--- src/rtl/rc4_session_arbiter.sv ---
// Shares one RC4 keystream core between two requesters: round-robin grant, key-length check,
// core clear pulse, watchdog-guarded run and a four-phase req/ack result handshake.
module rc4_session_arbiter #(
  parameter int NUMS_OF_BYTES  = 4,
  parameter int TIMEOUT_CYCLES = 1024
) (
  input  logic                       clk,
  input  logic                       rst_n,
  input  logic                       req_0,
  input  logic                       req_1,
  input  logic [NUMS_OF_BYTES*8-1:0] key_0,
  input  logic [NUMS_OF_BYTES*8-1:0] key_1,
  input  logic [7:0]                 key_length_0,
  input  logic [7:0]                 key_length_1,
  output logic                       ack_0,
  output logic                       ack_1,
  output logic [NUMS_OF_BYTES*8-1:0] ckey_out,
  output logic                       err,
  output logic                       busy,
  output logic                       core_rst_n,
  output logic                       core_start,
  output logic [NUMS_OF_BYTES*8-1:0] core_key,
  output logic [7:0]                 core_key_length,
  input  logic                       core_done,
  input  logic [NUMS_OF_BYTES*8-1:0] core_ckey
);

  localparam int KW = NUMS_OF_BYTES * 8;
  localparam int CW = $clog2(TIMEOUT_CYCLES + 1);
  localparam logic [7:0]    MAX_LEN  = 8'(NUMS_OF_BYTES);
  localparam logic [CW-1:0] WD_LIMIT = CW'(TIMEOUT_CYCLES);

  localparam logic [2:0] S_IDLE    = 3'd0;
  localparam logic [2:0] S_CLEAR   = 3'd1;
  localparam logic [2:0] S_RUN     = 3'd2;
  localparam logic [2:0] S_CAPTURE = 3'd3;
  localparam logic [2:0] S_DELIVER = 3'd4;

  logic [2:0]    state;
  logic          grant;
  logic          last_grant;
  logic [CW-1:0] wd_cnt;

  logic          pick;
  logic [KW-1:0] sel_key;
  logic [7:0]    sel_len;
  logic          len_ok;
  logic          req_granted;

  // On a tie the requester that was not served last wins.
  always_comb begin
    pick        = (req_0 && req_1) ? ~last_grant : req_1;
    sel_key     = pick ? key_1 : key_0;
    sel_len     = pick ? key_length_1 : key_length_0;
    len_ok      = (sel_len != 8'd0) && (sel_len <= MAX_LEN);
    req_granted = grant ? req_1 : req_0;
  end

  always_ff @(posedge clk) begin
    if (!rst_n) begin
      state           <= S_IDLE;
      grant           <= 1'b0;
      last_grant      <= 1'b1;
      wd_cnt          <= '0;
      ack_0           <= 1'b0;
      ack_1           <= 1'b0;
      err             <= 1'b0;
      busy            <= 1'b0;
      core_start      <= 1'b0;
      core_rst_n      <= 1'b0;
      ckey_out        <= '0;
      core_key        <= '0;
      core_key_length <= '0;
    end else begin
      core_rst_n <= 1'b1;
      case (state)
        S_IDLE: begin
          if (req_0 || req_1) begin
            grant           <= pick;
            last_grant      <= pick;
            core_key        <= sel_key;
            core_key_length <= sel_len;
            busy            <= 1'b1;
            if (len_ok) begin
              state      <= S_CLEAR;
              core_rst_n <= 1'b0;
            end else begin
              state    <= S_DELIVER;
              err      <= 1'b1;
              ckey_out <= '0;
              ack_0    <= ~pick;
              ack_1    <= pick;
            end
          end
        end
        S_CLEAR: begin
          state      <= S_RUN;
          core_start <= 1'b1;
          wd_cnt     <= '0;
        end
        S_RUN: begin
          if (core_done) begin
            state      <= S_CAPTURE;
            core_start <= 1'b0;
          end else if (wd_cnt == WD_LIMIT) begin
            state      <= S_DELIVER;
            core_start <= 1'b0;
            err        <= 1'b1;
            ckey_out   <= '0;
            ack_0      <= ~grant;
            ack_1      <= grant;
          end else begin
            wd_cnt <= wd_cnt + 1'b1;
          end
        end
        // The core's keystream RAM read settles one cycle after done.
        S_CAPTURE: begin
          state    <= S_DELIVER;
          ckey_out <= core_ckey;
          err      <= 1'b0;
          ack_0    <= ~grant;
          ack_1    <= grant;
        end
        S_DELIVER: begin
          if (!req_granted) begin
            state <= S_IDLE;
            ack_0 <= 1'b0;
            ack_1 <= 1'b0;
            busy  <= 1'b0;
          end
        end
        default: begin
          state <= S_IDLE;
          busy  <= 1'b0;
        end
      endcase
    end
  end

endmodule

--- config.mk ---
export PLATFORM = sky130hd
export DESIGN_NAME = rc4_session_arbiter
export DESIGN_NICKNAME = d
export VERILOG_FILES = /design/src/rtl/rc4_session_arbiter.sv
export SDC_FILE = /design/constraint.sdc
export NUM_CORES = 1
export LEC_CHECK = 0
export ABC_AREA = 1
export CAP_MARGIN = 0
export CORE_UTILIZATION = 47
export CTS_BUF_LIST = sky130_fd_sc_hd__clkbuf_8
export DETAILED_ROUTE_END_ITERATION = 8
export GPL_TIMING_DRIVEN = 0
export PLACE_DENSITY = 0.91
export RECOVER_POWER = 100
export SYNTH_ARGS = -nofsm -noshare
export SYNTH_HDL_FRONTEND = slang
export SYNTH_SLANG_ARGS = --single-unit
--- constraint.sdc ---
create_clock -name clk -period 5.5 [get_ports clk]
set_clock_uncertainty 0.2 [all_clocks]
set_input_delay 0.55 -clock clk [delete_from_list [all_inputs] [get_ports clk]]
set_output_delay 0.55 -clock clk [all_outputs]
set_load 0.05 [all_outputs]
==> results.cfg <==
[logic_synthesis]
ys_ff_latch = 94
synthesis.nets = 807
ys.warnings.count = 0
avgSynthCellArea_um2 = 6.53
ys_async_sr_fraction_pct = 0
synth.area.top_cells = dfxtp_1 42%, nand2_1 14%, a21oi_1 9.8%
yosysTopAreaCellShare_pct = 41.9
ys_types = 29
ys.flop_type = dfxtp_1
syn_inst = 688
synthesis.area_um2 = 4490
yosysSeqAreaShare_pct = 41.9
synth.most_common_cell = nand2_1
synth-edff-count = 0
synth_commonest_cells = 168 x nand2_1, 99 x inv_1, 94 x dfxtp_1, 94 x nor2_1, 88 x a21oi_1
yosysTopAreaCell = dfxtp_1

[cts]
cts-root-buf = clkbuf_8
cts_max_path_buffers = 2
clk_pin_slew_ns = 0.10
cts-resized-gates = 0
clkLatencyLatePin_ns = 0.35
cts_setup_buffers = 0
cts_tree = done
htree_levels = 3
cts_hold_buf = 0
cts_sinks = 94
cts-buffers-inserted = 9

[detailed_routing]
firstDrtPassIters = 5
drt_iter0_drc = 181
via_per_inst = 4.88
ant_nets = 0
via_count = 4998
finalWirelength_mm = 13.1
wire_per_inst_um = 12.8
drc = 0

[global_route]
antenna_found_initial = 0
grt_pass1_vias = 4773
grtUsageTotal_pct = 26.7
grt_max_degree = 16
grt_overflow = 0
grt_pass1_wl_mm = 21.4

[worst_setup_path]
ff2ff_path_depth = 13
r2r-end = ckey_out[15]
start_kind = input pin
crit_arrival_ns = 3.48
timing.rr.start = last_grant
r2r_setup_slack_ns = 2.54
endpoint_kind = flop
criticalPathCategory = input pin to flop
cp_max_fo = 10
cp.required_ns = 5.56
worstSetupStartpoint = req_0
crit_end = ckey_out[15]

[power_and_ir_drop]
cellPowerDensity_nw_per_um2 = 291
p_leak_uw = 0.00309
p_total_uw = 1960
peakVddDrop_v = 0.000188

[final_layout]
nets = 1010
fin_area_um2 = 6740
postLayoutCoreUtil_pct = 72.9
drive_gt1_share_pct = 2.35
insertedDiodeCount = 0
area_growth_pct = 49.9

[sta]
finalHoldViolations = 0
setup_viol = 0
finalMaxSlewViolations = 0
rsz0062_at_grt = false
worst_pin_slew_ns = 1.02
fin_tns_setup_ns = 0
fmax_ghz = 0.293
period_share_pct = 62.1
min_period_ns = 3.42
max_slew_margin_pct = 31.1

[run]
cap_viol_max_count = 0

[die]
initial_core_util_pct = 48.6
ioPinCount = 195
core-area_um2 = 9240
die_x_um = 99.8
dieArea_um2 = 9960
fp.dieH_um = 99.8
num_rows = 35

[placement]
place.gp.congestion = 0.847
placed_area_um2 = 6580
place.detailed.hpwl_mm = 9.71
io_buffer_count = 192

[worst_hold_path]
hold_path_class = flop to flop

[run_status]
outcome = complete, no violations
placed cells by master (no fill, tap or decap), types with 3 or more instances in the layout:
cell type and count:
a211oi_1 3, buf_1 3, dlygate4sd3_1 79, nor2_1 95, nand3b_1 4, nand4_1 14, nand2_1 170, dfxtp_1 94
clkdlybuf4s50_1 113, o21ai_0 48, clkbuf_8 10, buf_6 3, inv_1 99, a21oi_1 88, clkbuf_1 30, nand3_1 17
clkinv_1 8
critical path, cell delays in order:
cell           delay [ns]
dlygate4sd3_1        0.60
nand2_1              0.19
nand2_1              0.27
buf_6                0.19
nand2_1              0.05
nand2_1              0.11
nand3_2              0.08
nor2_1               0.17
nand3_1              0.26
nand3_1              0.37
clkbuf_1             0.40
nand2_1              0.11
nand2_1              0.08
nor2_1               0.04
per-layer routing:
layer  track usage [%]  share of wire [%]  vias to the layer above
met5                 0                  0                        -
met4              9.05                1.9                        0
met3              7.59                8.7                       25
met2              46.4                 48                      201
met1              31.5                 42                     2228
li1                  -                  -                     2544
cells by family (layout without fill, tap and decap cells):
kind of cell	count (synthesis)	in the layout	synth area share, %
compound gates	142	142	16.1
buf+inv	144	351	12.9
simple gates	306	306	28.6
fa+ha+maj	2	2	0.557
flops	94	94	41.9
layout make-up:
class	instances	area, µm²
fillers	744	2500
multi-input cells	450	1990
repair buffers	192	1920
flip-flops and latches	94	1880
inverters	107	402
plain buffers	37	163
well taps	129	161
clock buffers	10	138
clock inverters	5	83.8
worst min path at each step:
stage                         start         to  slack, ns  cells after the start
after floorplan           wd_cnt[7]  wd_cnt[7]       0.26                      2
final                          busy       busy       0.27                      2
after detailed placement        err        err       0.25                      2
after global placement          err        err       0.24                      2
after global routing           busy       busy       0.29                      2
after CTS                       err        err       0.27                      2
stage by stage:
step | worst slack [ns] | instances | hold slack [ns]
2_1_floorplan | 3.39 | 688 | 0.255
3_3_place_gp | 2.59 | 1009 | 0.237
3_5_place_dp | 2.56 | 1009 | 0.252
4_1_cts | 2.94 | 1024 | 0.266
5_1_grt | 1.78 | 1024 | 0.292
6_report | 2.08 | 1024 | 0.266
power by group:
| part | total (µW) | internal, µW | switching [µW] |
|---|---|---|---|
| sequential | 779 | 748 | 31.7 |
| combinational | 671 | 234 | 437 |
| clock | 511 | 267 | 244 |
| total | 1960 | 1250 | 712 |
sequential cells by signal, indices dropped and copies added (netlist names), 3 cells and up:
name / count
wd_cnt: 11
ckey_out: 32
state: 3
core_key: 32
core_key_length: 8
(Power assumes the default switching activity.)
